==> config.mk <==
export PLATFORM = sky130hd
export DESIGN_NAME = bht_pred_table
export DESIGN_NICKNAME = d
export VERILOG_FILES = /design/src/rtl/bht_pkg.sv /design/src/rtl/bht_sat_counter.sv /design/src/rtl/bht_pred_table.sv
export SDC_FILE = /design/constraint.sdc
export NUM_CORES = 1
export LEC_CHECK = 0
export CAP_MARGIN = 10
export CORE_ASPECT_RATIO = 1.1
export CORE_MARGIN = 2
export CORE_UTILIZATION = 50
export CTS_CLUSTER_DIAMETER = 80
export DETAILED_ROUTE_END_ITERATION = 16
export HOLD_SLACK_MARGIN = 0.05
export PLACE_DENSITY = 0.84
export SLEW_MARGIN = 40
export SYNTH_ARGS = -nofsm -noshare
export SYNTH_HDL_FRONTEND = slang
export SYNTH_HIERARCHICAL = 1
export SYNTH_SLANG_ARGS = --single-unit
==> constraint.sdc <==
create_clock -name clock -period 4.7 [get_ports clock]
set_input_delay 0.94 -clock clock [delete_from_list [all_inputs] [get_ports clock]]
set_output_delay 0.94 -clock clock [all_outputs]
set_load 0.1 [all_outputs]
==> src/rtl/bht_pkg.sv <==
// Shared definitions for the branch history table: 2-bit counter
// encodings, the reset value and the pure helper functions used by the
// table and its lookup path.
package bht_pkg;

   typedef enum logic [1:0] {
      SNT = 2'b00,
      WNT = 2'b01,
      WT  = 2'b10,
      ST  = 2'b11
   } bht_ctr_e;

   // Every entry comes out of reset weakly not-taken.
   localparam logic [1:0] CTR_RST = WNT;

   // Registered prediction handed to fetch.
   typedef struct packed {
      logic       valid;
      logic       taken;
      logic [1:0] state;
   } bht_pred_t;

   // Counter transition on a resolved branch. Not a textbook 2-bit
   // counter: a taken outcome from WNT jumps straight to ST.
   function automatic logic [1:0] next_ctr(input logic [1:0] state, input logic taken);
      logic [1:0] nxt;
      nxt = state;
      case (state)
         SNT:     nxt = taken ? WNT : SNT;
         WNT:     nxt = taken ? ST  : SNT;
         WT:      nxt = taken ? ST  : SNT;
         ST:      nxt = taken ? ST  : WT;
         default: nxt = CTR_RST;
      endcase
      return nxt;
   endfunction

   // Word-aligned PC bits [bits+1:2] form the table index; callers
   // truncate the result to their own index width.
   function automatic logic [31:0] bht_idx(input logic [63:0] pc, input int unsigned bits);
      logic [63:0] mask;
      mask = (64'd1 << bits) - 64'd1;
      return 32'((pc >> 2) & mask);
   endfunction

endpackage

==> src/rtl/bht_sat_counter.sv <==
// Saturating event counter: counts inc pulses, sticks at all-ones,
// synchronous clear has priority.
module bht_sat_counter
   import bht_pkg::*;
#(
   parameter int CNT_WIDTH = 16
) (
   input  logic                 clock,
   input  logic                 clear,
   input  logic                 inc,
   output logic [CNT_WIDTH-1:0] count
);

   // Increment unless already saturated; never wrap.
   always_ff @(posedge clock) begin
      if (clear)
         count <= '0;
      else if (inc && (count != '1))
         count <= count + 1'b1;
   end

endmodule

==> src/rtl/bht_pred_table.sv <==
// Branch history table: 2^IDX_BITS two-bit counters indexed by PC,
// one registered lookup and one update per cycle, plus saturating
// update / mispredict statistics.
// Optional build macro: BHT_BYPASS_EN -- a same-cycle lookup to the
// entry being updated returns the freshly computed next state.
module bht_pred_table
   import bht_pkg::*;
#(
   parameter int PC_WIDTH  = 32,
   parameter int IDX_BITS  = 6,
   parameter int CNT_WIDTH = 16
) (
   input  logic                 clock,
   input  logic                 reset,
   input  logic                 lkup_valid,
   input  logic [PC_WIDTH-1:0]  lkup_pc,
   output logic                 pred_valid,
   output logic                 pred_taken,
   output logic [1:0]           pred_state,
   input  logic                 upd_valid,
   input  logic [PC_WIDTH-1:0]  upd_pc,
   input  logic                 upd_taken,
   output logic [CNT_WIDTH-1:0] upd_count,
   output logic [CNT_WIDTH-1:0] mispred_cnt
);

   localparam int ENTRIES = 1 << IDX_BITS;

   logic [ENTRIES-1:0][1:0] tbl;
   logic [IDX_BITS-1:0]     lkup_idx;
   logic [IDX_BITS-1:0]     upd_idx;
   logic [1:0]              upd_old;
   logic [1:0]              upd_next;
   logic [1:0]              rd_val;
   logic                    upd_apply;
   logic                    mis_apply;
   bht_pred_t               pred_q;

   assign lkup_idx = IDX_BITS'(bht_idx(64'(lkup_pc), IDX_BITS));
   assign upd_idx  = IDX_BITS'(bht_idx(64'(upd_pc), IDX_BITS));
   assign upd_old  = tbl[upd_idx];
   assign upd_next = next_ctr(upd_old, upd_taken);

   // Read path: stored value, or the in-flight update when bypassing.
`ifdef BHT_BYPASS_EN
   assign rd_val = (upd_valid && (upd_idx == lkup_idx)) ? upd_next : tbl[lkup_idx];
`else
   assign rd_val = tbl[lkup_idx];
`endif

   // Table: reset every entry to weakly not-taken, else apply the update.
   always_ff @(posedge clock) begin
      if (reset) begin
         for (int i = 0; i < ENTRIES; i++)
            tbl[i] <= CTR_RST;
      end else if (upd_valid) begin
         tbl[upd_idx] <= upd_next;
      end
   end

   // Lookup register: valid pulses with the request, data holds otherwise.
   always_ff @(posedge clock) begin
      if (reset) begin
         pred_q <= '0;
      end else if (lkup_valid) begin
         pred_q.valid <= 1'b1;
         pred_q.taken <= rd_val[1];
         pred_q.state <= rd_val;
      end else begin
         pred_q.valid <= 1'b0;
      end
   end

   assign pred_valid = pred_q.valid;
   assign pred_taken = pred_q.taken;
   assign pred_state = pred_q.state;

   // Statistics qualifiers: a mispredict compares the pre-update MSB.
   assign upd_apply = upd_valid;
   assign mis_apply = upd_valid && (upd_old[1] != upd_taken);

   bht_sat_counter #(.CNT_WIDTH(CNT_WIDTH)) u_upd_cnt (
      .clock (clock),
      .clear (reset),
      .inc   (upd_apply),
      .count (upd_count)
   );

   bht_sat_counter #(.CNT_WIDTH(CNT_WIDTH)) u_mis_cnt (
      .clock (clock),
      .clear (reset),
      .inc   (mis_apply),
      .count (mispred_cnt)
   );

endmodule

# --- After elaboration in Yosys (flattened, before gate mapping) ---
# Cells that the tools add are included.
totals:
  reg_bits: 164
  input_bits: 69
  out_inout_bits: 36
classes:
  n_addsub: 2
  order_cmp: 3
  eq_ne: 6
  mux: 12
  n_reduce_logical: 6
op_table:
  columns: ["op", "n"]
  rows:
  - ["$bwmux 128", 1]
  - ["$add 16x1->16 const B", 2]
  - ["$ne 16x16->1 const B", 2]
  - ["$bmux 2 s6", 2]
  - ["$lt 6x7->1 const B", 2]
  - ["$demux 2 s6", 1]
  - ["$mux 2", 4]
  - ["$ge 6x1->1 const B", 1]
  - ["$pmux 2 s3", 1]
  - ["$eq 2x2->1 const B", 2]
  - ["$logic_and 1x1->1", 4]
  - ["$mux 1", 3]
  - ["$eq 2x1->1 const B", 1]
  - ["$logic_not 2->1", 1]
  - ["$reduce_or 2->1", 1]
  - ["$ne 1x1->1", 1]

# --- Longest topological paths before layout ---
# Gate-level depths: netlist of run 1.
logic_depth:
  depth_word: 6
  depth_mapped: 15

# --- By module ---
# Netlist of run 1, hierarchy kept.
by_module_without_submodules:
  columns: ["module", "n_inst", "cells_per_inst", "area_each_um2"]
  rows:
  - ["bht_pred_table", 1, 829, 7362.1]
  - ["bht_sat_counter", 2, 99, 848.3]

# --- Worst setup path after synthesis of run 1 ---
# Ideal clock, no wire load.
synth_timing:
  kind: "input to register"
  from: "input port upd_pc[3]"
  to: "register u_mis_cnt.count[7]"
  arrival_ps: 3478
  required_ps: 4630
  slack_ps: 1152
  path_stages: 12
  path_buffers: 3
  path_cell_list: "buf_6 -> buf_2 -> mux2_2 -> a22oi_1 -> o211ai_1 -> a22oi_1 -> and4b_1 -> mux2i_1 -> nand2_1 -> clkbuf_1 -> or4_1 -> a21oi_1"
synth_via:
  elab_chain_len: 5
synth_lines:
  columns: ["item", "line", "text"]
  rows:
  - ["from (decl)", "bht_pred_table.sv:21", "input logic [PC_WIDTH-1:0] upd_pc,"]
  - ["$bmux 2 s6", "bht_pred_table.sv:41", "assign upd_old = tbl[upd_idx];"]
  - ["$mux 2 (implied by the code)", "bht_pred_table.sv:41", null]
  - ["$ne 1x1->1", "bht_pred_table.sv:80", "assign mis_apply = upd_valid && (upd_old[1] != upd_taken);"]
  - ["$logic_and 1x1->1", "bht_pred_table.sv:80", null]
  - ["net mis_apply", "bht_pred_table.sv:36", "logic mis_apply;"]
  - ["$logic_and 1x1->1", "bht_sat_counter.sv:18", "else if (inc && (count != '1))"]
  - ["to (signal assigned)", "bht_sat_counter.sv:19", "count <= count + 1'b1;"]
  - ["to (decl)", "bht_sat_counter.sv:11", "output logic [CNT_WIDTH-1:0] count"]
# The timed path passes the listed nets, and every way through them passes these cells. The select of a mux whose other input is x is not followed.
# A chain may end at the register's enable or synchronous reset.

# --- Worst setup path in the final report of run 1 ---
layout_timing:
  from: "input port upd_pc[4]"
  to: "register u_mis_cnt.count[11]"
# Same word-level chain as after synthesis.

==> impl_summary.md, run 1 <==
Status
The run finished with clean final reports.

Layout
Summing all multi-input logic gate instances after layout gives 5340 um^2. The most common cell after layout, fill and taps aside is dfxtp_1. Of the cells placed in the final design, the portion with a size suffix greater than 1 is 0.167.

The sequential cell area in the final layout is 3260 um^2. In the final design database the tool counted 1105 nets. The top cell types in the final layout, fill and taps aside, are 163 x dfxtp_1, 133 x nand2_1, 97 x a21oi_1. The repair_antennas step left the layout with diodes totalling 0. The number of filler instances in the final layout is 1542.

Compared with the post-synthesis result, the final layout area differs by 11.7%.

Clock network
The clock passes through at most 2 buffers. The tree built by TritonCTS fans out to 163 sinks. The later pin in the worst-skew pair is clocked with a latency of 0.44 ns.

The TritonCTS clock tree is yes. The number of CTS-inserted buffers is 17. The H-tree depth is 4.

The post-CTS setup repair buffer count is 0. The number of gates resized after cts is 0. The hold-fix buffer count after cts is 0. The library cell used as clock root buffer is clkbuf_16.

After clock tree synthesis, the clock-pin slew on the worst setup and hold paths is 0.06 ns.

Drt
The final routed DRC violation total is 0. The average vias per placed instance is 6.67. The number of DRC markers after the initial detailed-route iteration is 1114.

The first detailed-routing pass took 7 iterations. The average wire per cell in the routed design is 20.0 um. The final route contains 8561 vias. The routed design has 25700 um of wire. Once detail routing completed, the nets flagged for antenna violations numbered 0.

Placed design
The HPWL after detailed placement is 16600 um. The final weighted congestion in routability-driven placement is 0.969. During placement, the flow inserted port buffers numbering 52.

Power
The internal power is 2.35 mW. The analysis attributes to net switching a power of 0.837 mW. In this run the static leakage power is 3.49 nW. Of the total power, the clock network draws 0.456. The power density normalized to cell area is 315 nW/um^2. The peak ir drop on the vdd network is 0.271 mV. The switching power share of the total is 0.263.

The share of total power dissipated in combinational logic is 0.104. Summing internal, switching and leakage power gives 3.19 mW. The relative contribution of sequential cells to total power is 0.439.

STA
The number of failing setup endpoints in the final timing report is 0. The number of slew-limit violations in the final report came to 0. The maximum achievable frequency is 235 MHz. Setup repair after global routing left no endpoint under its margin. The final setup TNS is 0 ns. Clock skew on the completed layout was measured at 0.00763 ns.

The final critical-path share of the clock period is 0.906. The worst pin sits at a relative slew slack of 0.390. The number of hold violations in the final report came to 0. For the pin with the worst max-slew slack, the measured transition is 0.913 ns. The clock period could shrink to 4.26 ns.

Global routing
The first global-routing pass estimated 41200 um of wire. Summed over all layers, the global routing overflow is 0. The largest net degree at the start of global routing is 85. The initial antenna violation count was 0. The number of global-route vias before repair is 7931. The aggregate global-route resource usage is 0.266.

Floorplanning
The die footprint is 19200 um^2. The die width is 132 um. The starting utilization of the core area is 0.511. The floorplan step defined a core boundary enclosing 17700 um^2. For this design the top-level I/O count stands at 105. The vertical die dimension is 145 um.

After floorplanning, the core was divided into 51 placement rows.

Synth
The synthesized design contains 0 enable-type register cells. After synthesis, the share of flip-flops with an asynchronous set or reset is 0. Averaged over all synthesized cells, the footprint is 8.82 um^2. The leading area contributor after synthesis is dfxtp_1.

The leading register cell type out of synthesis is dfxtp_1. The mapped netlist covers 9060 um^2. The netlist uses 61 different library cells. Counting flops and latches in the post-synthesis netlist gives 163. Sorting the synthesized cells by area gives the leading types as dfxtp_1 36%, mux4_2 11%, a211o_1 5.8%.

For this run, the number of Yosys warnings is 6. Of the post-synthesis cell area, the dominant cell type holds 0.360. The portion of the post-synthesis area used by sequential elements is 0.360.

The synthesized instance count is 1027. The net count after synthesis is 1100.

Critical path
Along the worst path, the maximum fanout reaches 11. STA classifies the critical path endpoint as a register. The critical path arrival is 4.58 ns. STA classifies the critical path startpoint as an input pin.

At the worst endpoint, the required time is 5.03 ns. The critical path is of the input pin to register type.

Worst hold path
The class of the most critical hold timing path is register to register.

Job
The number of max-cap violations is 0.
## power groups by stage
stage	sequential, mW	combinational [mW]	clock [mW]
floorplan	1.46	0.200	0
global placement	1.43	0.322	0
detailed placement	1.43	0.322	0
CTS	1.40	0.324	1.47
global route	1.40	0.350	1.53
finish	1.40	0.333	1.45
## worst paths after layout
kind / end / slack, ns / startpoint / cells after the start
worst max-delay path: u_mis_cnt/count[11]$_SDFFE_PP0P_ / 0.44 / upd_pc[4] / 10
worst min-delay path: tbl[121]$_SDFFE_PP0P_ / 0.47 / tbl[121]$_SDFFE_PP0P_ / 2
worst max register to register: u_mis_cnt/count[11]$_SDFFE_PP0P_ / 1.47 / tbl[95]$_SDFFE_PP0P_ / 9
worst min register to register: tbl[121]$_SDFFE_PP0P_ / 0.47 / tbl[121]$_SDFFE_PP0P_ / 2
## logic make-up after synthesis
kind of cell / after synthesis / synth area share
compound gates: 283 / 0.208
xor+xnor: 4 / 0.00387
fa+ha+maj: 4 / 0.00553
buf+inv: 105 / 0.0529
flops: 163 / 0.360
mux: 68 / 0.138
simple gates: 400 / 0.232
## critical path, cell delays in order
cell,delay [ns]
clkdlybuf4s50_1,0.77
nor2_1,0.32
a221oi_1,0.37
o22ai_1,0.15
a221oi_1,0.25
and4b_1,0.35
mux2i_1,0.40
nand2_1,0.31
nor4bb_1,0.36
mux2_2,0.36
## cell usage after synthesis, drive strengths merged, types with 3 or more instances
| master | number |
|---|---|
| nand3 | 48 |
| and4 | 8 |
| a221oi | 19 |
| clkbuf | 57 |
| mux2 | 12 |
| or4 | 14 |
| o22ai | 7 |
| nor2b | 39 |
| a211o | 60 |
| buf | 37 |
| nor3b | 3 |
| o31ai | 12 |
| o211ai | 3 |
| mux2i | 12 |
| nor2 | 57 |
| inv | 11 |
| and3b | 3 |
| ha | 4 |
| and3 | 36 |
| o21ai | 45 |
| nand2 | 135 |
| and2 | 7 |
| dfxtp | 163 |
| a21oi | 97 |
| a22oi | 23 |
| mux4 | 44 |
| nand4 | 8 |
| xnor2 | 4 |
| nor3 | 14 |
| nor4 | 6 |
| nand3b | 8 |
| or3 | 7 |
## per-layer routing
metal	GRT usage	part of all wire
met1	0.346	0.39
met2	0.419	0.46
met3	0.0584	0.11
met4	0.130	0.042
met5	0	0
## sequential cells by signal, indices dropped and copies added (netlist names)
| signal | count |
|---|---|
| pred_valid | 1 |
| u_upd_cnt/count | 16 |
| pred_taken | 1 |
| u_mis_cnt/count | 16 |
| pred_state | 1 |
| tbl | 128 |
## cell type report
cell class                      instances  area share
Multi-Input combinational cell        759       0.527
Sequential cell                       163       0.322
Timing Repair Buffer                   80      0.0562
Clock buffer                           19      0.0448
Tap cell                              238      0.0294
Clock inverter                         13      0.0157
Inverter                               11     0.00408
## per-stage QoR
| stage | worst slack (ns) | std cells | hold WS [ns] | utilization | instance area [um^2] |
|---|---|---|---|---|---|
| finish | 0.442 | 1283 | 0.468 | 0.571 | 10100 |
| global route | 0.256 | 1283 | 0.490 | 0.571 | 10100 |
| CTS | 0.581 | 1283 | 0.467 | 0.570 | 10100 |
| detailed placement | 0.113 | 1251 | 0.458 | 0.535 | 9490 |
| global placement | 0.165 | 1251 | 0.455 | 0.545 | 9670 |
| floorplan | 1.15 | 1027 | 0.442 | - | 9060 |
(Power assumes the default switching activity.)
==> run 2, diff against run 1 <==
--- a/config.mk
+++ b/config.mk
@@ -8,11 +8,11 @@
 export CAP_MARGIN = 10
 export CORE_ASPECT_RATIO = 1.1
 export CORE_MARGIN = 2
-export CORE_UTILIZATION = 50
+export CORE_UTILIZATION = 45
 export CTS_CLUSTER_DIAMETER = 80
 export DETAILED_ROUTE_END_ITERATION = 16
 export HOLD_SLACK_MARGIN = 0.05
-export PLACE_DENSITY = 0.84
+export PLACE_DENSITY = 0.81
 export SLEW_MARGIN = 40
 export SYNTH_ARGS = -nofsm -noshare
 export SYNTH_HDL_FRONTEND = slang
==> constraint.sdc (replaced) <==
create_clock -name clock -period 3.5 [get_ports clock]
set_input_delay 0.7 -clock clock [delete_from_list [all_inputs] [get_ports clock]]
set_output_delay 0.7 -clock clock [all_outputs]
set_load 0.1 [all_outputs]
==> impl_summary.md, run 2 (synthesized netlist as in run 1, its figures left out) <==
STA
Setup repair after global routing left no endpoint under its margin. The worst path meets setup with 0.158 ns of slack. The number of slew-limit violations in the final report is 0. The shortest clock period the worst path allows after layout is 3.34 ns. The measured slew at the worst slew-check pin is 0.772 ns. Based on the critical path, the design can be clocked at up to 299 MHz.

The number of hold violations in the final report was 0. Setup violations remaining at the end of the flow were counted as 0. In the finished design, the share of the clock period the worst path needs comes to 0.955. The relative max-transition margin is 0.481. The clock skew is 0.0122 ns.

Clock network
TritonCTS built the clock tree. The sink count of the clock tree is 163. The library cell used as clock root buffer is clkbuf_16. Clock-pin slew was measured on the worst setup and hold paths at 0.07 ns. The clock passes through at most 2 buffers. The H-tree depth is 4.

The number of CTS-inserted buffers is 17. Clock latency on the worst-skew pair, taken at its later pin, is 0.44 ns. The hold-fix buffer count after cts is 0.

Worst hold path
The worst hold path begins at tbl[19]$_SDFFE_PP0P_. The worst hold path passes through 2 cells. The worst hold path belongs to the class register to register. For hold timing, the worst endpoint is tbl[19]$_SDFFE_PP0P_.

Floorplanning
The area of the core is 19800 um^2. The vertical die dimension is 153 um. 105 I/O pins were placed. The die width is 139 um. The starting utilization of the core area is 0.458. In this run the core area contains 54 standard-cell rows. The die footprint is 21300 um^2.

Critical path
The worst setup path is launched from an input pin. Of all nets on the critical path, the largest fanout is 11. The largest incremental delay on the critical path is 0.49 ns. The origin of the critical flop-to-flop path is tbl[95]$_SDFFE_PP0P_.

The capture instance of the worst register-to-register path is u_mis_cnt/count[15]$_SDFFE_PP0P_. Counting cells, the worst reg-to-reg path comes to 11. Data on the critical path arrives at its endpoint at 3.70 ns. The critical path in this run is classified as input pin to register. STA puts the critical path data required time at 3.86 ns. The critical path depth in cells is 13.

The critical path contains buffers and inverters numbering 4 combined. The worst setup path is captured at a register. The setup slack of the most critical reg-to-reg path is 0.46 ns. The slowest stage of the critical path is the or4_1 cell.

Traced cell by cell, the critical path runs through buf_2, buf_4, and2_1, a221oi_2, o22ai_1, a221oi_2, and4b_2, mux2i_1, buf_4, nand2_1, buf_4, or4_1, a21oi_1. Broken down by cell family, the worst path's largest delay share belongs to simple AND/OR/NAND/NOR gates. The most numerous cell type found on the critical path is buf_4.

Layout
Of the cells placed in the final design, the portion with a size suffix greater than 1 is 0.219. Summing all multi-input logic gate instances after layout gives 5360 um^2. The repair_antennas step left the layout with diodes totalling 0.

The post-synthesis to final-layout area growth is 19.0%. The total number of nets in the final design is 1172. The number of filler instances in the final layout is 1776. The top register by number of flip-flops is tbl. The largest registers in the layout are tbl: 128 flops, u_mis_cnt/count: 16 flops, u_upd_cnt/count: 16 flops. Leaving out fill and tap cells, the most frequent cell in the layout is dfxtp_1.

The register with the most flip-flops in the layout has 128 of them. The sequential cell area in the final layout is 3260 um^2. In the layout the commonest cells are 163 x dfxtp_1, 133 x nand2_1, 96 x a21oi_1.

The final cell count without fillers is 1364.

Power
The peak ir drop on the vdd network is 0.370 mV. Dividing total power by cell area gives a power density of 406 nW/um^2. The static power due to leakage is 3.87 nW.

Global routing
The met3 demand-to-capacity share in global routing is 0.0497. The sum of overflow across all layers after global routing is 0. For this run, global-route usage on met2 was measured as 0.394. Across every metal layer, demand over resource in global routing totals 0.247. The first global-routing pass estimated 42300 um of wire. Entering global routing, the biggest net connects 73 pins.

After global routing, the most crowded layer is met2. The initial antenna violation count is 0. The met1 capacity usage during global routing is 0.320. The number of global-route vias before repair was 8173.

Drt
Dividing the detail-routed via count by the number of cells gives 6.40. Dividing the detail-routed wire length by the instance count gives 19.7 um. The number of vias after detailed routing is 8724. For this block, the initial DRC count from the detailed router was 934. Summed over all layers, the routed wires come to 26800 um. The number of nets still failing antenna checks after routing is 0.

The detailed-router iteration count before antenna repair is 5. After detailed routing, the number of remaining DRC violations is 0.

Placed design
Timing analysis after detailed placement gives a worst setup slack of -0.408 ns. The instance count after placement with tap cells included is 1329. At the end of routability-driven placement, the weighted congestion stood at 0.982. The HPWL after detailed placement is 18300 um.

The number of buffer cells added on primary ports is 52.

Status
The flow ran to the end, and the final reports show no timing, DRC or antenna violations.

Job
Max-cap violations in this run came to 0.
run 2: cell count changes in the layout (fill, tap and decap cells not counted), sizes merged:
cell           delta
clkinvlp          -2
clkdlybuf4s50     -1
dlymetal6s2s      +1
clkbuf            +3
buf              +66
inv               +1
clkinv            -1
run 2: layout make-up:
| class | count | share of cell area |
|---|---|---|
| inverter | 11 | 0.00406 |
| sequential | 163 | 0.303 |
| clock buffer | 21 | 0.0436 |
| multi-input combinational | 759 | 0.497 |
| timing repair buffer | 147 | 0.110 |
| tap | 252 | 0.0292 |
| clock inverter | 11 | 0.0140 |
run 2: worst max path at each step:
stage	start	end	slack, ns
after floorplan	upd_pc[3]	u_mis_cnt/count[7]$_SDFFE_PP0P_	0.19
after global placement	upd_pc[4]	u_mis_cnt/count[9]$_SDFFE_PP0P_	-0.33
after detailed placement	upd_pc[4]	u_mis_cnt/count[7]$_SDFFE_PP0P_	-0.41
after CTS	upd_pc[4]	u_mis_cnt/count[7]$_SDFFE_PP0P_	0.02
after global routing	upd_pc[3]	u_mis_cnt/count[15]$_SDFFE_PP0P_	0.05
final	upd_pc[3]	u_mis_cnt/count[15]$_SDFFE_PP0P_	0.16
run 2: worst reg2reg max path, cell delays in order, from the launching register on:
cell	delay (ns)
dfxtp_1	0.36
mux2_1	0.35
a221oi_2	0.23
o22ai_1	0.13
a221oi_2	0.26
and4b_2	0.32
mux2i_1	0.21
buf_4	0.16
nand2_1	0.10
buf_4	0.16
or4_1	0.49
a21oi_1	0.19
run 2: where the power goes:
part	internal [mW]	leakage, nW	switching [mW]
Sequential	1.87	1.32	0.0121
Combinational	0.189	2.25	0.334
Clock	1.18	0.304	0.788
run 2: metal layers:
| layer | wire length (um) | share of wire | vias to the layer above |
|---|---|---|---|
| li1 | - | - | 3990 |
| met1 | 10900 | 0.41 | 4186 |
| met2 | 12500 | 0.47 | 448 |
| met3 | 2250 | 0.084 | 100 |
| met4 | 1170 | 0.044 | 0 |
| met5 | 0 | 0 | - |
run 2: timing repair:
action	4_1_cts	5_1_grt
hold endpoints to repair	0	0
resized for setup	0	12
endpoints found under the setup margin	0	55
buffers inserted	0	1
run 2: metrics by stage:
step / hold WS (ns) / utilization / cell area (um^2) / TNS [ns] / power (mW)
final: 0.479 / 0.545 / 10800 / 0 / 4.37
after global placement: 0.455 / 0.516 / 10200 / -16.05 / 2.42
after global routing: 0.484 / 0.545 / 10800 / 0 / 4.52
after CTS: 0.474 / 0.540 / 10700 / 0 / 4.39
after detailed placement: 0.463 / 0.509 / 10100 / -21.10 / 2.42
after floorplan: 0.442 / - / 9060 / 0 / 2.22
